<file path="src/rtl/div_unit.sv">
// div_unit: multi-cycle radix-2 restoring divider for DIV/DIVU in EX.
// Produces {remainder, quotient}. Handshakes with the hazard unit via
// start (level, held through busy) and a one-cycle ready pulse.
module div_unit #(
  parameter int WIDTH = 32,
  parameter int CNT_W = 6
) (
  input  logic               clk,
  input  logic               rst,
  input  logic               start,
  input  logic               signed_div,
  input  logic               annul,
  input  logic [WIDTH-1:0]   opdata1,
  input  logic [WIDTH-1:0]   opdata2,
  output logic               ready,
  output logic [2*WIDTH-1:0] result
);

  typedef enum logic [1:0] {
    IDLE = 2'd0,
    BUSY = 2'd1,
    DONE = 2'd2
  } state_e;

  localparam logic [WIDTH-1:0] ONE       = WIDTH'(1);
  localparam logic [WIDTH-1:0] ALL_ONES  = {WIDTH{1'b1}};
  localparam logic [WIDTH-1:0] ZERO_W    = {WIDTH{1'b0}};
  localparam logic [CNT_W-1:0] LAST_ITER = CNT_W'(WIDTH - 1);

  // Two's-complement negation of a WIDTH-bit value.
  function automatic logic [WIDTH-1:0] negate(input logic [WIDTH-1:0] v);
    return (~v) + ONE;
  endfunction

  // Magnitude of an operand; only treated as signed when en is set.
  // The most-negative value maps to itself, which is correct read unsigned.
  function automatic logic [WIDTH-1:0] magnitude(input logic [WIDTH-1:0] v,
                                                 input logic             en);
    logic [WIDTH-1:0] m;
    if (en && v[WIDTH-1]) begin
      m = negate(v);
    end else begin
      m = v;
    end
    return m;
  endfunction

  state_e               state_q, state_d;
  logic [CNT_W-1:0]     cnt_q, cnt_d;
  logic [WIDTH-1:0]     dvsr_q, dvsr_d;
  logic [WIDTH:0]       rem_q, rem_d;
  logic [WIDTH-1:0]     quo_q, quo_d;
  logic                 neg_quo_q, neg_quo_d;
  logic                 neg_rem_q, neg_rem_d;
  logic                 ready_q, ready_d;
  logic [2*WIDTH-1:0]   result_q, result_d;

  logic [WIDTH:0]       shift_rem;
  logic [WIDTH:0]       trial_diff;
  logic                 trial_fits;
  logic [WIDTH:0]       rem_step;
  logic [WIDTH-1:0]     quo_step;
  logic [WIDTH-1:0]     quo_fixed;
  logic [WIDTH-1:0]     rem_fixed;

  // One restoring iteration: shift in the next dividend bit, trial-subtract.
  always_comb begin
    shift_rem  = {rem_q[WIDTH-1:0], quo_q[WIDTH-1]};
    trial_diff = shift_rem - {1'b0, dvsr_q};
    trial_fits = ~trial_diff[WIDTH];
    if (trial_fits) begin
      rem_step = trial_diff;
    end else begin
      rem_step = shift_rem;
    end
    quo_step = {quo_q[WIDTH-2:0], trial_fits};
  end

  // Sign correction of the final iteration's quotient and remainder.
  always_comb begin
    if (neg_quo_q) begin
      quo_fixed = negate(quo_step);
    end else begin
      quo_fixed = quo_step;
    end
    if (neg_rem_q) begin
      rem_fixed = negate(rem_step[WIDTH-1:0]);
    end else begin
      rem_fixed = rem_step[WIDTH-1:0];
    end
  end

  // Next-state and datapath update for the IDLE/BUSY/DONE sequence.
  always_comb begin
    state_d   = state_q;
    cnt_d     = cnt_q;
    dvsr_d    = dvsr_q;
    rem_d     = rem_q;
    quo_d     = quo_q;
    neg_quo_d = neg_quo_q;
    neg_rem_d = neg_rem_q;
    ready_d   = 1'b0;
    result_d  = result_q;
    case (state_q)
      IDLE: begin
        if (start && !annul) begin
          if (opdata2 == ZERO_W) begin
            // Divide by zero: no iterations, fixed result pattern.
            state_d  = DONE;
            ready_d  = 1'b1;
            result_d = {opdata1, ALL_ONES};
          end else begin
            state_d   = BUSY;
            cnt_d     = {CNT_W{1'b0}};
            dvsr_d    = magnitude(opdata2, signed_div);
            quo_d     = magnitude(opdata1, signed_div);
            rem_d     = {(WIDTH+1){1'b0}};
            neg_quo_d = signed_div & (opdata1[WIDTH-1] ^ opdata2[WIDTH-1]);
            neg_rem_d = signed_div & opdata1[WIDTH-1];
          end
        end else begin
          state_d = IDLE;
        end
      end
      BUSY: begin
        if (annul) begin
          // Flush: drop the in-flight divide, keep the previous result.
          state_d = IDLE;
        end else begin
          rem_d = rem_step;
          quo_d = quo_step;
          cnt_d = cnt_q + CNT_W'(1);
          if (cnt_q == LAST_ITER) begin
            state_d  = DONE;
            ready_d  = 1'b1;
            result_d = {rem_fixed, quo_fixed};
          end else begin
            state_d = BUSY;
          end
        end
      end
      DONE: begin
        // ready is a single-cycle pulse; a start seen here is ignored.
        state_d = IDLE;
      end
      default: begin
        state_d = IDLE;
      end
    endcase
  end

  // State, datapath and registered-output flops.
  always_ff @(posedge clk or posedge rst) begin
    if (rst) begin
      state_q   <= IDLE;
      cnt_q     <= {CNT_W{1'b0}};
      dvsr_q    <= {WIDTH{1'b0}};
      rem_q     <= {(WIDTH+1){1'b0}};
      quo_q     <= {WIDTH{1'b0}};
      neg_quo_q <= 1'b0;
      neg_rem_q <= 1'b0;
      ready_q   <= 1'b0;
      result_q  <= {(2*WIDTH){1'b0}};
    end else begin
      state_q   <= state_d;
      cnt_q     <= cnt_d;
      dvsr_q    <= dvsr_d;
      rem_q     <= rem_d;
      quo_q     <= quo_d;
      neg_quo_q <= neg_quo_d;
      neg_rem_q <= neg_rem_d;
      ready_q   <= ready_d;
      result_q  <= result_d;
    end
  end

  assign ready  = ready_q;
  assign result = result_q;

endmodule

</file>
<file path="config.mk">
export PLATFORM = sky130hd
export DESIGN_NAME = div_unit
export DESIGN_NICKNAME = d
export VERILOG_FILES = /design/src/rtl/div_unit.sv
export SDC_FILE = /design/constraint.sdc
export NUM_CORES = 1
export LEC_CHECK = 0
export CAP_MARGIN = 15
export CORE_MARGIN = 2
export CORE_UTILIZATION = 40
export CTS_BUF_LIST = sky130_fd_sc_hd__clkbuf_4 sky130_fd_sc_hd__clkbuf_8
export CTS_CLUSTER_DIAMETER = 80
export DETAILED_ROUTE_END_ITERATION = 10
export PLACE_DENSITY_LB_ADDON = 0.08
export SLEW_MARGIN = 15
export SYNTH_ARGS = -nofsm -noshare
export SYNTH_HDL_FRONTEND = slang
export SYNTH_SLANG_ARGS = --single-unit
</file>
<file path="constraint.sdc">
create_clock -name clk -period 6.4 [get_ports clk]
set_input_delay 1.28 -clock clk [delete_from_list [all_inputs] [get_ports clk]]
set_output_delay 1.28 -clock clk [all_outputs]
set_load 0.005 [all_outputs]
</file>
==> impl_metrics.json, run 1 <==
{
  "path_class": "reg2reg",
  "grt_max_degree": 97,
  "regToRegSetupSlack_ns": 1.09,
  "pwr_density_cell_nw_per_um2": 471,
  "placed_cell_area_um2": 13800,
  "wire_per_inst_um": 19.3,
  "num_io_pins": 134,
  "gp_congestion": 0.930,
  "num_antenna_cells": 0,
  "antenna_found_initial": 0,
  "async_reset_ff_share_pct": 100,
  "maxSlewViolCount": 0,
  "fmax_mhz": 188,
  "grt_pass1_vias": 11000,
  "crit-reg2reg-launch": "quo_q[31]",
  "rsz0062_at_grt": "no",
  "synth_edf_count": 0,
  "power.switching_mw": 3.51,
  "startpoint": "quo_q[31]",
  "synthToLayoutAreaGrowth_pct": 17.2,
  "io_buffers": 133,
  "cts_buffer_depth": 2,
  "final-setup-viol-count": 0,
  "overflow": 0,
  "power.total_mw": 6.70,
  "syn_area_per_cell_um2": 7.84,
  "cts_setup_buffers": 0,
  "hpwl_mm": 30.3,
  "synth_top_area_share_pct": 35.1,
  "wl_mm": 39.2,
  "hold_path_end": "result[39]",
  "r2r_end": "result[58]",
  "start_util_pct": 40.8,
  "startpoint_type": "flip-flop",
  "ir_worst_vdd_v": 0.000217,
  "finalInstanceArea_um2": 14200,
  "worst_ep_required_time_ns": 6.74,
  "final_nets": 1741,
  "p_comb_share_pct": 65.0,
  "vias": 11500,
  "tns_ns": 0,
  "end_kind": "flip-flop",
  "cts.sinks": 170,
  "yosysTopAreaCell": "dfrtp_1",
  "die_h_um": 178,
  "netlist_top_cells_area": "dfrtp_1, o21ai_0, a21oi_1",
  "synth_seq_area_share_pct": 35.1,
  "finalWorstPathRequiredPeriod_ns": 5.31,
  "outcome": "complete, no violations",
  "seqPwrFrac_pct": 23.0,
  "cap_violations": 0,
  "cts-htree-levels": 4,
  "rr_worst_depth": 19,
  "cts_made_buffers": 17,
  "drt_iter0_drc": 730,
  "synthesis.area_um2": 12100,
  "cts_tree": "built",
  "core_area_um2": 29700,
  "synthFlopType": "dfrtp_1",
  "grt_util_all_layers_pct": 25.1,
  "hold_viol_final": 0,
  "min_path_type": "reg2reg",
  "dp_slack_ns": 1.18,
  "die_area_um2": 31700,
  "min_from": "result[39]",
  "clock_skew_ns": 0.0277,
  "intPower_mw": 3.19,
  "crit_arrival_ns": 5.66,
  "drc": 0,
  "clk_latency_ns": 0.49,
  "tightest_slew_ns": 1.06,
  "p_clk_share_pct": 11.9,
  "drtAntennaViolNets": 0,
  "holdPathStages": 2,
  "post-route-util_pct": 47.8,
  "vias_per_cell": 5.66,
  "clkTransAtPathRegs_ns": 0.10,
  "grt_first_pass_wirelength_mm": 61.5,
  "drive_gt1_share_pct": 4.55,
  "yosys_warnings": 0,
  "postCtsHoldBufs": 0,
  "p_leak_nw": 5.84,
  "cts_resized": 0,
  "maxSlewHeadroom_pct": 29.2,
  "worstPathMaxFanout": 12,
  "setup_slack_ns": 1.09,
  "drt_first_pass_iters": 5,
  "rows": 63,
  "die_x_um": 178,
  "synth_seq_cells": 170,
  "cts_root_buffer": "clkbuf_8",
  "min_period_over_period_pct": 83.0,
  "swShare_pct": 52.4,
  "synthCells": 1548,
  "synthesis.nets": 1655,
  "yosys.cell_types.count": 68
}
cell families after synthesis:
kind of cell / after synthesis / share of synthesized area [%]
buf+inv: 139 / 4.35
compound gates: 493 / 23.9
fa+ha+maj: 38 / 3.98
mux: 27 / 2.25
xor+xnor: 138 / 9.96
simple gates: 543 / 20.5
flops: 170 / 35.1
routing by layer:
layer / global-route usage [%] / vias up / part of all wire (%)
met1: 31.5 / 5515 / 44
li1: - / 5649 / -
met4: 7.96 / 0 / 2.7
met5: 0 / - / 0
met2: 44.8 / 309 / 50
met3: 2.96 / 57 / 4.0
power by group through the flow:
| stage | clock (mW) | sequential [mW] | combinational [mW] |
|---|---|---|---|
| 2_1_floorplan | 0 | 1.45 | 3.18 |
| 3_3_place_gp | 0 | 1.56 | 4.27 |
| 3_5_place_dp | 0 | 1.56 | 4.29 |
| 4_1_cts | 0.815 | 1.54 | 4.30 |
| 5_1_grt | 0.859 | 1.58 | 4.77 |
| 6_report | 0.800 | 1.54 | 4.36 |
cell type report:
class | instances | area, um^2
sequential | 170 | 4250
inverter | 58 | 223
tap | 390 | 488
clock inverter | 13 | 133
clock buffer | 19 | 255
fill | 3027 | 15500
timing repair buffer | 148 | 1480
multi-input combinational | 1239 | 7380
through the flow:
step	std cells	hold WS [ns]
6_report	2037	0.494
3_3_place_gp	2005	0.468
4_1_cts	2037	0.499
2_1_floorplan	1548	0.455
3_5_place_dp	2005	0.476
5_1_grt	2037	0.528
critical path, cell delays in order, from the launching register on:
cell and delay (ns):
dfrtp_1 0.43, inv_1 0.07, ha_1 0.15, inv_1 0.05, fa_1 0.40, a211oi_2 0.29
o21ai_2 0.15, o221a_4 0.32, o211a_4 0.28, nor3_2 0.54, nor2_8 0.03, inv_2 0.22
mux2i_1 0.33, ha_1 0.22, inv_1 0.08, or4_1 0.52, mux2_2 0.36, o41ai_1 0.46
xnor2_1 0.16, o21ai_0 0.11
how the worst max path moves through the flow:
stage | slack (ns) | end | depth (start not counted)
3_3_place_gp | 1.36 | result[50] | 21
3_5_place_dp | 1.18 | result[50] | 21
2_1_floorplan | 0.52 | cnt_q[0] | 1
6_report | 1.09 | result[58] | 19
5_1_grt | 0.67 | result[50] | 21
4_1_cts | 1.12 | result[58] | 19
cell usage after synthesis (all sizes together) (26+ instances only):
cell	n
nand2	202
o21ai	191
dfrtp	170
nor2	160
a21oi	159
xor2	85
clkbuf	64
inv	58
xnor2	53
ha	37
o31ai	32
nor3	31
a31oi	26
nor4	26
cells in the final DEF (no fill, tap or decap), types with 30 or more instances in the layout:
cell type        instances
nor3_1                  30
ha_1                    37
inv_1                   55
o31ai_1                 31
o21ai_0                187
clkdlybuf4s50_1        133
nor2_1                 158
a21oi_1                158
dfrtp_1                170
xnor2_1                 53
xor2_1                  85
nand2_1                202
flip-flops by register name, indices dropped and copies added (netlist names):
| register | cells |
|---|---|
| neg_quo_q | 1 |
| ready | 1 |
| dvsr_q | 32 |
| result | 64 |
| quo_q | 32 |
| cnt_q | 6 |
| rem_q | 32 |
| neg_rem_q | 1 |
| state_q | 1 |
Note: power is estimated with default switching activity, not from simulation.
==> run 2, diff against run 1 <==
==> constraint.sdc (replaced) <==
create_clock -name clk -period 4.6 [get_ports clk]
set_input_delay 0.92 -clock clk [delete_from_list [all_inputs] [get_ports clk]]
set_output_delay 0.92 -clock clk [all_outputs]
set_load 0.005 [all_outputs]
==> run 2 against run 1 <==
  * Via count is 2.0% higher
  * Total power is 48% higher
  * Setup slack worse by 0.95 ns
==> impl_metrics.json, run 2 (synthesized netlist as in run 1, its figures left out) <==
{
  "rows": 63,
  "cts_root_buffer": "clkbuf_8",
  "final_nets": 1795,
  "cp_cell_sequence": "inv_1 -> ha_2 -> inv_2 -> fa_2 -> a211oi_4 -> o21ai_2 -> o221a_4 -> o211a_4 -> nor3_4 -> nor2_8 -> inv_8 -> nor2_1 -> a21oi_2 -> ha_2 -> inv_2 -> or4_4 -> mux2_4 -> o21ai_0 -> xnor2_1 -> nor2_1 -> a21oi_1 -> o21ai_0",
  "hold_viol_final": 0,
  "drt_iter0_drc": 688,
  "finalWorstPathRequiredPeriod_ns": 4.47,
  "crit_arrival_ns": 4.82,
  "wl_mm": 40.1,
  "drive_gt1_share_pct": 8.35,
  "cts_tree": "built",
  "clkTransAtPathRegs_ns": 0.10,
  "largest_reg_flops": 64,
  "num_io_pins": 134,
  "drc": 0,
  "cts_buffer_depth": 2,
  "final-setup-viol-count": 0,
  "p_leak_nw": 6.14,
  "final_common_cell": "nand2_1",
  "maxSlewHeadroom_pct": 21.4,
  "slowest_stage": "or4_4",
  "regToRegSetupSlack_ns": 0.13,
  "intPower_mw": 4.88,
  "vias": 11800,
  "cts.sinks": 170,
  "tightest_slew_ns": 1.18,
  "clock_skew_ns": 0.0206,
  "clk_latency_ns": 0.49,
  "rr_worst_depth": 22,
  "crit-reg2reg-launch": "quo_q[31]",
  "maxSlewViolCount": 0,
  "cts_made_buffers": 17,
  "outcome": "complete, no violations",
  "holdPathStages": 2,
  "min_period_over_period_pct": 97.1,
  "power.switching_mw": 5.05,
  "swShare_pct": 50.9,
  "die_x_um": 178,
  "io_buffers": 133,
  "antenna_found_initial": 0,
  "fill_cells": 2999,
  "grt_util_all_layers_pct": 25.7,
  "wire_per_inst_um": 19.2,
  "path_class": "reg2reg",
  "p_comb_share_pct": 67.2,
  "num_antenna_cells": 0,
  "drt_first_pass_iters": 5,
  "min_path_type": "reg2reg",
  "overflow": 0,
  "core_area_um2": 29700,
  "cts-htree-levels": 4,
  "vias_per_cell": 5.62,
  "die_area_um2": 31700,
  "die_h_um": 178,
  "hold_path_end": "result[51]",
  "grt_first_pass_wirelength_mm": 62.7,
  "synthToLayoutAreaGrowth_pct": 21.7,
  "startpoint_type": "flip-flop",
  "hold_slack_ns": 0.487,
  "worstPathMaxFanout": 8,
  "instances_no_fill": 2091,
  "grt_max_degree": 171,
  "seqPwrFrac_pct": 21.4,
  "drtAntennaViolNets": 0,
  "cap_violations": 0,
  "gp_congestion": 0.889,
  "start_util_pct": 40.8,
  "p_clk_share_pct": 11.4,
  "worst_ep_required_time_ns": 4.95,
  "dp_slack_ns": 0.0130,
  "ir_worst_vdd_v": 0.000394,
  "min_from": "result[51]",
  "end_kind": "flip-flop",
  "r2r_end": "result[44]",
  "max_stage_delay_ns": 0.41,
  "hpwl_mm": 30.7,
  "final_cell_mix": "nand2_1, o21ai_0, dfrtp_1, nor2_1, a21oi_1",
  "pwr_density_cell_nw_per_um2": 673,
  "grt_pass1_vias": 11200,
  "fmax_mhz": 224,
  "rsz0062_at_grt": "yes",
  "dpl.cell_count": 2051,
  "setup_slack_ns": 0.134
}
-- run 2: changes by cell type in the layout (fill, tap and decap cells not counted), sizes merged --
cell and delta:
clkbuf -2, clkinv +3, buf +54, bufinv +1
inv -2
-- run 2: routing by layer --
metal / global-route usage [%] / share of wire [%] / vias up
met5: 0 / 0 / -
met4: 8.88 / 3.0 / 0
met3: 3.13 / 4.6 / 56
met2: 44.6 / 49 / 340
met1: 33.0 / 43 / 5607
li1: - / - / 5752
-- run 2: critical path: cells and delay by family (launching register included) --
kind / cells / cell delay [ns]
AO/OA/AOI/OAI: 8 / 1.55
XOR/XNOR: 1 / 0.16
adder cells (fa/ha/maj): 3 / 0.77
buffers and inverters: 4 / 0.23
flip-flops: 1 / 0.38
multiplexers: 1 / 0.33
AND/OR/NAND/NOR: 5 / 0.89
-- run 2: timing repair --
item                                    4_1_cts  5_1_grt
setup buffers                                 0        8
gates resized for setup                       1       13
hold buffers                                  0        0
pin swaps                                     1        6
gates cloned                                  0        0
endpoints found under the setup margin        4       16
-- run 2: power by group through the flow --
stage | clock network, mW | registers (mW) | logic (mW)
final | 1.13 | 2.13 | 6.67
after global routing | 1.22 | 2.17 | 7.28
after CTS | 1.16 | 2.12 | 6.45
after detailed placement | 0 | 2.14 | 6.41
after global placement | 0 | 2.14 | 6.36
after floorplan | 0 | 2.01 | 4.54
-- run 2: cell type report --
cell class                 count  area (um^2)  share of cell area [%]
clock buffer                  17          234                    1.59
timing repair buffer         202         1940                    13.1
sequential                   170         4250                    28.8
multi-input combinational   1239         7450                    50.5
inverter                      58          229                    1.55
tap                          390          488                    3.31
clock inverter                15          166                    1.13
-- run 2: worst max path at each step --
stage | startpoint | end | slack, ns | cells past startpoint
final | quo_q[31] | result[44] | 0.13 | 22
after global routing | quo_q[31] | result[48] | -0.08 | 21
after CTS | quo_q[31] | result[48] | 0.01 | 20
after detailed placement | quo_q[31] | result[48] | 0.01 | 20
after global placement | quo_q[31] | result[50] | 0.14 | 21
after floorplan | quo_q[31] | result[50] | -0.01 | 24
-- run 2: stage by stage --
step           cell area [um^2]  utilization (%)  power, mW  setup TNS (ns)
3_5_place_dp              14300             48.0       8.55               0
4_1_cts                   14700             49.3       9.72               0
2_1_floorplan             12200                -       6.56         -0.0145
3_3_place_gp              14300             48.0       8.50               0
5_1_grt                   14800             49.7       10.7          -0.427
6_report                  14800             49.7       9.93               0
==> run 3, diff against run 2 <==
--- a/config.mk
+++ b/config.mk
@@ -11,7 +11,7 @@
 export CTS_BUF_LIST = sky130_fd_sc_hd__clkbuf_4 sky130_fd_sc_hd__clkbuf_8
 export CTS_CLUSTER_DIAMETER = 80
 export DETAILED_ROUTE_END_ITERATION = 10
-export PLACE_DENSITY_LB_ADDON = 0.08
+export PLACE_DENSITY = 0.73
 export SLEW_MARGIN = 15
 export SYNTH_ARGS = -nofsm -noshare
 export SYNTH_HDL_FRONTEND = slang
==> run 3 against run 2 <==
  * Sequential power hardly changed
  * Total power is 0.36% lower
  * Register-to-register slack hardly changed
  * Via count is 0.53% higher
  * Utilization is 0.51 points lower
  * First-iteration DRC count is 42% higher
  * Count of clock-buffer cells in the layout stayed put
  * Largest cell class unchanged
  * Non-clock buffer count is 21 lower
  * Maximum frequency is 0.29% lower
  * Critical path depth is 5 lower
  * Die area stayed put
  * Clock skew is 0.00096 ns higher
==> impl_metrics.json, run 3 (synthesized netlist as in run 1, its figures left out) <==
{
  "start_util_pct": 40.8,
  "startpoint_type": "flip-flop",
  "final_nets": 1774,
  "finalWorstPathRequiredPeriod_ns": 4.48,
  "cts_root_buffer": "clkbuf_8",
  "drt_iter0_drc": 977,
  "crit-reg2reg-launch": "quo_q[31]",
  "crit_arrival_ns": 4.85,
  "worst_ep_required_time_ns": 4.97,
  "cts_tree": "built",
  "p_leak_nw": 6.03,
  "outcome": "complete, no violations",
  "min_path_type": "reg2reg",
  "cts_buffer_depth": 2,
  "drt_first_pass_iters": 6,
  "die_h_um": 178,
  "wl_mm": 37.5,
  "antenna_found_initial": 0,
  "hold_path_end": "result[32]",
  "holdPathStages": 2,
  "tightest_slew_ns": 1.18,
  "cts_made_buffers": 17,
  "final-setup-viol-count": 0,
  "clkTransAtPathRegs_ns": 0.11,
  "overflow": 0,
  "drive_gt1_share_pct": 7.32,
  "drc": 0,
  "postCtsHoldBufs": 0,
  "pwr_density_cell_nw_per_um2": 678,
  "grt_util_all_layers_pct": 23.8,
  "maxSlewViolCount": 0,
  "worstPathMaxFanout": 4,
  "r2r_end": "result[63]",
  "final_common_cell": "nand2_1",
  "num_antenna_cells": 0,
  "crit_family": "compound AO/OA/AOI/OAI gates",
  "hold_viol_final": 0,
  "wire_per_inst_um": 18.1,
  "drtAntennaViolNets": 0,
  "cts.sinks": 170,
  "maxSlewHeadroom_pct": 21.2,
  "fmax_mhz": 223,
  "hpwl_mm": 28.8,
  "die_area_um2": 31700,
  "die_x_um": 178,
  "largest_reg_flops": 64,
  "cap_violations": 0,
  "grt_max_degree": 85,
  "core_area_um2": 29700,
  "post-route-util_pct": 49.2,
  "tns_ns": 0,
  "clock_skew_ns": 0.0215,
  "ir_worst_vdd_v": 0.000509,
  "vias": 11800,
  "rr_worst_depth": 17,
  "path_buf_inv": 3,
  "num_io_pins": 134,
  "cts-htree-levels": 4,
  "regToRegSetupSlack_ns": 0.12,
  "rows": 63,
  "min_period_over_period_pct": 97.4,
  "rsz0062_at_grt": "yes",
  "synthToLayoutAreaGrowth_pct": 20.4,
  "path_class": "reg2reg",
  "slowest_stage": "or3b_1",
  "hold_slack_ns": 0.492,
  "grt_pass1_vias": 11000,
  "clk_latency_ns": 0.49,
  "gp_congestion": 0.936,
  "grt_first_pass_wirelength_mm": 59.0,
  "max_stage_delay_ns": 0.43,
  "final_cell_mix": "nand2_1, o21ai_0, dfrtp_1, nor2_1, a21oi_1",
  "end_kind": "flip-flop",
  "min_from": "result[32]",
  "io_buffers": 133,
  "cp_cell_sequence": "inv_2 -> ha_4 -> inv_2 -> fa_2 -> a211oi_2 -> o21ai_2 -> o221a_4 -> buf_4 -> o21ai_0 -> nand2_1 -> xnor2_1 -> or3_4 -> o32a_1 -> or3b_1 -> o41ai_2 -> xnor2_1 -> a21oi_1",
  "vias_per_cell": 5.71
}
[run 3: changes by cell type in the layout (fill, tap and decap cells not counted), sizes merged]
cell	change
inv	+4
buf	-21
bufinv	-2
clkinv	-2
[run 3: how the worst max path moves through the flow]
| stage | start | end | slack [ns] | cells past startpoint |
|---|---|---|---|---|
| finish | quo_q[31] | result[63] | 0.12 | 17 |
| global route | quo_q[31] | result[50] | -0.07 | 21 |
| CTS | quo_q[31] | result[44] | 0.01 | 21 |
| detailed placement | quo_q[31] | result[44] | -0.01 | 21 |
| global placement | quo_q[31] | result[46] | 0.10 | 21 |
| floorplan | quo_q[31] | result[50] | -0.01 | 24 |
[run 3: what timing repair did]
item                                   4_1_cts  5_1_grt
buffers inserted                             0        8
endpoints found under the hold margin        0        0
resized for setup                            1       17
pin swaps                                    1       11
setup endpoints to repair                    5       18
[run 3: power by group]
group          switching (mW)  leakage [nW]  internal, mW
registers               0.399          2.15          1.76
clock network           0.690         0.198         0.416
logic                    4.07          3.68          2.56
[run 3: worst reg2reg max path: stages, from the launching register on]
cell and delay (ns):
dfrtp_1 0.41, inv_2 0.08, ha_4 0.13, inv_2 0.04, fa_2 0.34, a211oi_2 0.24, o21ai_2 0.13, o221a_4 0.31
buf_4 0.14, o21ai_0 0.36, nand2_1 0.13, xnor2_1 0.20, or3_4 0.38, o32a_1 0.42, or3b_1 0.43, o41ai_2 0.35
xnor2_1 0.17, a21oi_1 0.09
[run 3: cell type report]
type	instances	area [um^2]
fillers	2920	15100
multi-input cells	1239	7460
flip-flops and latches	170	4250
repair buffers	181	1770
well taps	390	488
clock buffers	17	234
inverters	58	226
clock inverters	15	171
[run 3: metal layers]
metal  vias up  part of all wire [%]  GRT usage, %
met5         -                     0             0
met2       432                    45          38.1
met3        85                   6.0          3.18
met4         0                   4.2          10.3
met1      5570                    45          32.3
li1       5730                     -             -
[run 3: through the flow]
stage                     instances  setup WS, ns  instance area (um^2)  power, mW
after CTS                      2062        0.0128                 14500       9.54
after detailed placement       2030       -0.0121                 14100       8.40
after floorplan                1548       -0.0112                 12200       6.56
after global placement         2030         0.105                 14100       8.32
final                          2070         0.121                 14600       9.90
after global routing           2070       -0.0718                 14600       10.6
